File: src/rtl/cp0_exc_sequencer_pkg.sv
// Shared definitions for the CP0 exception/interrupt sequencer: state encoding,
// ExcCode values, CP0 register numbers and the debug counter increment helper.
package cp0_exc_sequencer_pkg;

    typedef enum logic {
        ST_IDLE  = 1'b0,
        ST_DRAIN = 1'b1
    } state_e;

    localparam logic [4:0] EXC_INT  = 5'd0;
    localparam logic [4:0] EXC_ADEL = 5'd4;
    localparam logic [4:0] EXC_ADES = 5'd5;
    localparam logic [4:0] EXC_RI   = 5'd10;
    localparam logic [4:0] EXC_OV   = 5'd12;

    localparam logic [4:0] CP0_REG_SR    = 5'd12;
    localparam logic [4:0] CP0_REG_CAUSE = 5'd13;
    localparam logic [4:0] CP0_REG_EPC   = 5'd14;
    localparam logic [4:0] CP0_REG_PRID  = 5'd15;

    function automatic logic [15:0] sat_inc16(input logic [15:0] v);
        return (v == 16'hFFFF) ? v : v + 16'd1;
    endfunction

endpackage

File: src/rtl/cp0_exc_sequencer_if.sv
// M-stage event inputs, CP0 feedback and CP0/fetch control strobes of the
// exception sequencer; the pipeline side is master, the sequencer is slave.
interface cp0_exc_sequencer_if;
    logic        m_valid;
    logic [31:0] m_pc;
    logic        m_bd;
    logic        m_exc_valid;
    logic [4:0]  m_exc_code;
    logic        m_is_eret;
    logic        int_req;
    logic [31:0] cp0_epc;
    logic        exl_set;
    logic        exl_clr;
    logic [4:0]  exc_code;
    logic        exc_bd;
    logic [31:0] exc_pc;
    logic        flush;
    logic        redirect;
    logic [31:0] redirect_pc;
    logic        busy;
    logic [15:0] taken_cnt;

    modport master (
        output m_valid, m_pc, m_bd, m_exc_valid, m_exc_code, m_is_eret, int_req, cp0_epc,
        input  exl_set, exl_clr, exc_code, exc_bd, exc_pc, flush, redirect, redirect_pc,
               busy, taken_cnt
    );

    modport slave (
        input  m_valid, m_pc, m_bd, m_exc_valid, m_exc_code, m_is_eret, int_req, cp0_epc,
        output exl_set, exl_clr, exc_code, exc_bd, exc_pc, flush, redirect, redirect_pc,
               busy, taken_cnt
    );
endinterface

File: src/rtl/cp0_exc_sequencer.sv
// CP0 exception/interrupt sequencer: zero-latency arbitration at the M-stage commit
// point, CP0 strobes and PC redirect, then a fixed drain window ignoring new events.
module cp0_exc_sequencer
    import cp0_exc_sequencer_pkg::*;
#(
    parameter logic [31:0] HANDLER_PC   = 32'h0000_4180,
    parameter int          DRAIN_CYCLES = 2,
    parameter int          CNT_W        = 2
) (
    input logic                clk,
    input logic                reset,
    cp0_exc_sequencer_if.slave bus
);

    state_e           state_q, state_d;
    logic [CNT_W-1:0] cnt_q, cnt_d;
    logic [15:0]      taken_cnt_q, taken_cnt_d;

    logic        exl_set_c;
    logic        exl_clr_c;
    logic [4:0]  exc_code_c;
    logic        exc_bd_c;
    logic [31:0] exc_pc_c;
    logic [31:0] redirect_pc_c;

    always_comb begin
        state_d       = state_q;
        cnt_d         = cnt_q;
        taken_cnt_d   = taken_cnt_q;
        exl_set_c     = 1'b0;
        exl_clr_c     = 1'b0;
        exc_code_c    = 5'd0;
        exc_bd_c      = 1'b0;
        exc_pc_c      = 32'd0;
        redirect_pc_c = 32'd0;
        case (state_q)
            ST_IDLE: begin
                // Interrupt outranks a synchronous exception and ERET; the loser re-occurs later.
                if (bus.m_valid && (bus.int_req || bus.m_exc_valid)) begin
                    exl_set_c     = 1'b1;
                    exc_code_c    = bus.int_req ? EXC_INT : bus.m_exc_code;
                    exc_bd_c      = bus.m_bd;
                    exc_pc_c      = bus.m_pc;
                    redirect_pc_c = HANDLER_PC;
                    taken_cnt_d   = sat_inc16(taken_cnt_q);
                    state_d       = ST_DRAIN;
                    cnt_d         = CNT_W'(DRAIN_CYCLES - 1);
                end else if (bus.m_valid && bus.m_is_eret) begin
                    exl_clr_c     = 1'b1;
                    redirect_pc_c = bus.cp0_epc;
                    state_d       = ST_DRAIN;
                    cnt_d         = CNT_W'(DRAIN_CYCLES - 1);
                end
            end
            ST_DRAIN: begin
                if (cnt_q == '0) begin
                    state_d = ST_IDLE;
                end else begin
                    cnt_d = cnt_q - 1'b1;
                end
            end
            default: state_d = ST_IDLE;
        endcase
    end

    always_ff @(posedge clk or posedge reset) begin
        if (reset) begin
            state_q     <= ST_IDLE;
            cnt_q       <= '0;
            taken_cnt_q <= 16'd0;
        end else begin
            state_q     <= state_d;
            cnt_q       <= cnt_d;
            taken_cnt_q <= taken_cnt_d;
        end
    end

    // Strobes are Mealy on the M-stage inputs, so reset must mask them directly.
    assign bus.exl_set     = exl_set_c & ~reset;
    assign bus.exl_clr     = exl_clr_c & ~reset;
    assign bus.flush       = (exl_set_c | exl_clr_c) & ~reset;
    assign bus.redirect    = (exl_set_c | exl_clr_c) & ~reset;
    assign bus.exc_code    = reset ? 5'd0  : exc_code_c;
    assign bus.exc_bd      = exc_bd_c & ~reset;
    assign bus.exc_pc      = reset ? 32'd0 : exc_pc_c;
    assign bus.redirect_pc = reset ? 32'd0 : redirect_pc_c;
    assign bus.busy        = (state_q != ST_IDLE);
    assign bus.taken_cnt   = taken_cnt_q;

endmodule

File: src/flat_wrapper.sv
// flat-port wrapper written by rule: the top's interface ports become plain ports
module cp0_exc_sequencer_flat import cp0_exc_sequencer_pkg::*;
#(
    parameter logic [31:0] HANDLER_PC   = 32'h0000_4180,
    parameter int          DRAIN_CYCLES = 2,
    parameter int          CNT_W        = 2
)
  (clk, reset, bus_m_valid, bus_m_pc, bus_m_bd, bus_m_exc_valid, bus_m_exc_code, bus_m_is_eret, bus_int_req, bus_cp0_epc, bus_exl_set, bus_exl_clr, bus_exc_code, bus_exc_bd, bus_exc_pc, bus_flush, bus_redirect, bus_redirect_pc, bus_busy, bus_taken_cnt);
  cp0_exc_sequencer_if bus_i ();
  input logic clk;
  input logic reset;
  input wire logic [$bits(bus_i.m_valid)-1:0] bus_m_valid;
  input wire logic [$bits(bus_i.m_pc)-1:0] bus_m_pc;
  input wire logic [$bits(bus_i.m_bd)-1:0] bus_m_bd;
  input wire logic [$bits(bus_i.m_exc_valid)-1:0] bus_m_exc_valid;
  input wire logic [$bits(bus_i.m_exc_code)-1:0] bus_m_exc_code;
  input wire logic [$bits(bus_i.m_is_eret)-1:0] bus_m_is_eret;
  input wire logic [$bits(bus_i.int_req)-1:0] bus_int_req;
  input wire logic [$bits(bus_i.cp0_epc)-1:0] bus_cp0_epc;
  output wire logic [$bits(bus_i.exl_set)-1:0] bus_exl_set;
  output wire logic [$bits(bus_i.exl_clr)-1:0] bus_exl_clr;
  output wire logic [$bits(bus_i.exc_code)-1:0] bus_exc_code;
  output wire logic [$bits(bus_i.exc_bd)-1:0] bus_exc_bd;
  output wire logic [$bits(bus_i.exc_pc)-1:0] bus_exc_pc;
  output wire logic [$bits(bus_i.flush)-1:0] bus_flush;
  output wire logic [$bits(bus_i.redirect)-1:0] bus_redirect;
  output wire logic [$bits(bus_i.redirect_pc)-1:0] bus_redirect_pc;
  output wire logic [$bits(bus_i.busy)-1:0] bus_busy;
  output wire logic [$bits(bus_i.taken_cnt)-1:0] bus_taken_cnt;
  assign bus_i.m_valid = bus_m_valid;
  assign bus_i.m_pc = bus_m_pc;
  assign bus_i.m_bd = bus_m_bd;
  assign bus_i.m_exc_valid = bus_m_exc_valid;
  assign bus_i.m_exc_code = bus_m_exc_code;
  assign bus_i.m_is_eret = bus_m_is_eret;
  assign bus_i.int_req = bus_int_req;
  assign bus_i.cp0_epc = bus_cp0_epc;
  assign bus_exl_set = bus_i.exl_set;
  assign bus_exl_clr = bus_i.exl_clr;
  assign bus_exc_code = bus_i.exc_code;
  assign bus_exc_bd = bus_i.exc_bd;
  assign bus_exc_pc = bus_i.exc_pc;
  assign bus_flush = bus_i.flush;
  assign bus_redirect = bus_i.redirect;
  assign bus_redirect_pc = bus_i.redirect_pc;
  assign bus_busy = bus_i.busy;
  assign bus_taken_cnt = bus_i.taken_cnt;
  cp0_exc_sequencer #(.HANDLER_PC(HANDLER_PC), .DRAIN_CYCLES(DRAIN_CYCLES), .CNT_W(CNT_W)) u_core (.clk(clk), .reset(reset), .bus(bus_i));
endmodule
File: config.mk
export PLATFORM = sky130hd
export DESIGN_NAME = cp0_exc_sequencer_flat
export DESIGN_NICKNAME = d
export VERILOG_FILES = /design/src/rtl/cp0_exc_sequencer_pkg.sv /design/src/rtl/cp0_exc_sequencer_if.sv /design/src/rtl/cp0_exc_sequencer.sv /design/src/flat_wrapper.sv
export SDC_FILE = /design/constraint.sdc
export NUM_CORES = 1
export LEC_CHECK = 0
export CAP_MARGIN = 20
export CORE_MARGIN = 2
export CORE_UTILIZATION = 30
export CTS_CLUSTER_SIZE = 30
export DETAILED_ROUTE_END_ITERATION = 10
export PLACE_DENSITY_LB_ADDON = 0.25
export SYNTH_ARGS = -nofsm -noshare
export SYNTH_HDL_FRONTEND = slang
export SYNTH_SLANG_ARGS = --single-unit
File: constraint.sdc
create_clock -name clk -period 4.5 [get_ports clk]
set_clock_uncertainty 0.1 [all_clocks]
set_input_delay 1.35 -clock clk [delete_from_list [all_inputs] [get_ports clk]]
set_output_delay 1.35 -clock clk [all_outputs]
set_load 0.01 [all_outputs]
==> impl_results.md <==
* Post-DP Area at 3301 um^2
* Crit path max-delay family: buffers and inverters
* Final hold vios at 0
* Critical path arrival at 2960 ps
* Period utilization at approximately 98%
* Post-synthesis sequential area ratio at 32.29%
* Max cap viols at 0
* Pins Over Slew Limit at 0
* H-Tree Level Count at 1
* Yosys top cell by area: dfrtp_1
* Area grow syn2layout at 125.8%
* Clk Latency, worst-skew pair at around 260 ps
* Drt wl/cell at around 16 um
* CP max-delay cell: clkdlybuf4s50_1
* Largest net degree at the start of global routing at 29
* Nets at 425
* Initial DRC count at 26
* Buffers & Inverters on Critical Path at 4
* Post-DP HPWL at 5.651 mm
* First-pass GRT wire length at 9.328 mm
* Max clock buf depth at 2
* Diode count at 0
* TritonCTS clock tree: built
* Total Power at 0.8190 mW
* Final setup violation count at 0
* Largest cells by area after synthesis: dfrtp_1 (32%), and2_1 (28%), xor2_1 (6.5%), xnor2_1 (2.4%), nand4_1 (2.1%)
* Slew headroom at 55.25%
* Slew of the pin with the lowest slew margin at approximately 670 ps
* Status: finished, final reports clean
* Die Footprint at 5486 um^2
* Final core utilization at 70.41%
* Mapped Cells at 168
* Total GRT Usage at 22.55%
* Vias per cell at ~4.4
* Post-route minimum period at roughly 4400 ps
* Die Y at 74.07 um
* Clk slew on worst S/H paths at 80 ps
* Setup WS post-layout at about 85 ps
* CTS buffer count at 3
* Share of flip-flops with an asynchronous set or reset at 100.0%
* Post-CTS Hold Fix Bufs at 0
* Worst path required time at 3050 ps
* Starting density of the core at a little under a third
* Mapped Nets at ~250
* Max Freq at 226.5 MHz
* Worst-path cell chain: clkdlybuf4s50_1 > nor2_2 > nor2b_1 > nor2_2 > buf_4 > buf_4 > and2_1 > clkdlybuf4s15_1
* Layout fillers at 394
* RD Place Congestion at 0.8169
* Crit Path Class: in2out
* Hold crit path type: reg2reg
* Post-synthesis cell type count at 31
* Multi-input logic area at ~1000 um^2
* I/O pin count at 167
* Vias in the first global route at 1747
* Commonest non-fill, non-tap cell in the layout: clkdlybuf4s50_1
* Synthesized area per cell at 8.766 um^2
* Primary FF master, synth: dfrtp_1
* Wirelength, routed at 6.694 mm
* Die X at 74.07 um
* Initial antenna violation count at 0
* RSZ-0062 raised after global routing: false
* Peak VDD IR at 0.0002946 V
* FP Rows at 25
* Number of synthesized flops with an enable pin at 0
* CP Launch Point: bus_int_req
* DP Worst Slack at -202.6 ps
* Critical Path End Type: output port
* Root Buffer Master: clkbuf_8
* Number of antenna-violating nets in the routed design at 0
* First drt pass iteration count at 4
* Layout cells sized above 1 at 13.58%
* Pleak at between 1.5 and 2 nW
* Max Fanout on Critical Path at 12
* Via count at 1829
* Synth Register Bits at 19
* Most frequent cells in the layout: clkdlybuf4s50_1 (94), and2_1 (67), dlygate4sd2_1 (46), dfrtp_1 (19), buf_4 (15)
* Crit start category: input pin
* FF/Latch Area at 475.5 um^2
* Port bufs at 166
* Power Density at between 200 and 250 nW/um^2
* Core area at between 4000 and 5000 um^2
* Post-route setup TNS at 0 ps
* Cell area after layout at 3326 um^2
* DR DRC count at 0
* Clock sink count at 19
* Yosys top cell area share at 32.29%
* CP max stage delay at 440 ps
* Cell Area, Synth at 1473 um^2
* Critical R2R Launch: u_core.bus.busy
* YS warnings at 0
* Grt ovf at 0
* HP Start: u_core.bus.taken_cnt[14]
-- path summary, 6_finish.rpt --
path	end	slack, ps	cells after the start
worst min-delay path	u_core.bus.taken_cnt[14]	430	1
worst max register to register	u_core.bus.taken_cnt[13]	2450	5
max in group asynchronous	u_core.bus.taken_cnt[4]	2610	3
worst max-delay path	bus_redirect_pc[9]	90	8
min in group asynchronous	u_core.bus.taken_cnt[10]	1460	3
worst min register to register	u_core.bus.taken_cnt[14]	430	1
-- cells in the mapped netlist (2+ instances only) --
cell type and n:
nor3_1 6, nor4_1 4, mux2_2 2, o21ai_0 2, nor2_1 3, and2_1 67
nand2_1 4, dfrtp_1 19, nand4_1 5, a21o_1 3, nor4_2 2, clkbuf_1 7
nor2b_1 3, ha_1 2, nand2b_1 4, inv_1 4, xor2_1 11, xnor2_1 4
nand3_1 4
-- state kept, by name (all words and copies together), names as in the netlist --
| signal | count |
|---|---|
| u_core.bus.taken_cnt | 16 |
| u_core.cnt_q | 2 |
| u_core.bus.busy | 1 |
-- through the flow --
| step | hold WS, ps | cells |
|---|---|---|
| final | 431.9 | 413 |
| after CTS | 436.0 | 410 |
| after detailed placement | 424.8 | 405 |
| after floorplan | 375.7 | 168 |
| after global routing | 451.0 | 413 |
| after global placement | 382.0 | 405 |
-- cell families (layout without fill, tap and decap cells) --
family	after synthesis	after routing	synth area share, %
XOR/XNOR	15	15	8.921
AND/OR/NAND/NOR	109	109	48.34
AO/OA/AOI/OAI	8	8	3.568
buffers and inverters	13	191	3.653
multiplexers	2	2	1.529
flip-flops	19	19	32.29
adder cells (fa/ha/maj)	2	2	1.699
-- repair_timing --
| item | in CTS | in global routing |
|---|---|---|
| buffers inserted | 1 | 3 |
| pin swaps | 0 | 2 |
| cloned | 0 | 0 |
| setup endpoints to repair | 73 | 27 |
| gates resized for setup | 62 | 41 |
-- report_power, final --
group / internal [mW] / switching (mW)
sequential: 0.217 / 0.0641
clock: 0.0617 / 0.0598
combinational: 0.246 / 0.171
-- layout make-up --
type                            instances  area share, %
Sequential cell                        19          14.30
Multi-Input combinational cell        136          29.46
Inverter                                4         0.4515
Clock buffer                            3          1.242
Timing Repair Buffer                  183          51.88
Tap cell                               67          2.521
Clock inverter                          1         0.1505
-- per-layer routing --
layer  wire (um)  GRT usage, %
met2        3173         36.41
met3         695         7.182
met5           0             0
met1        2777         30.09
met4          48         3.838
Note: power is estimated with default switching activity, not from simulation.
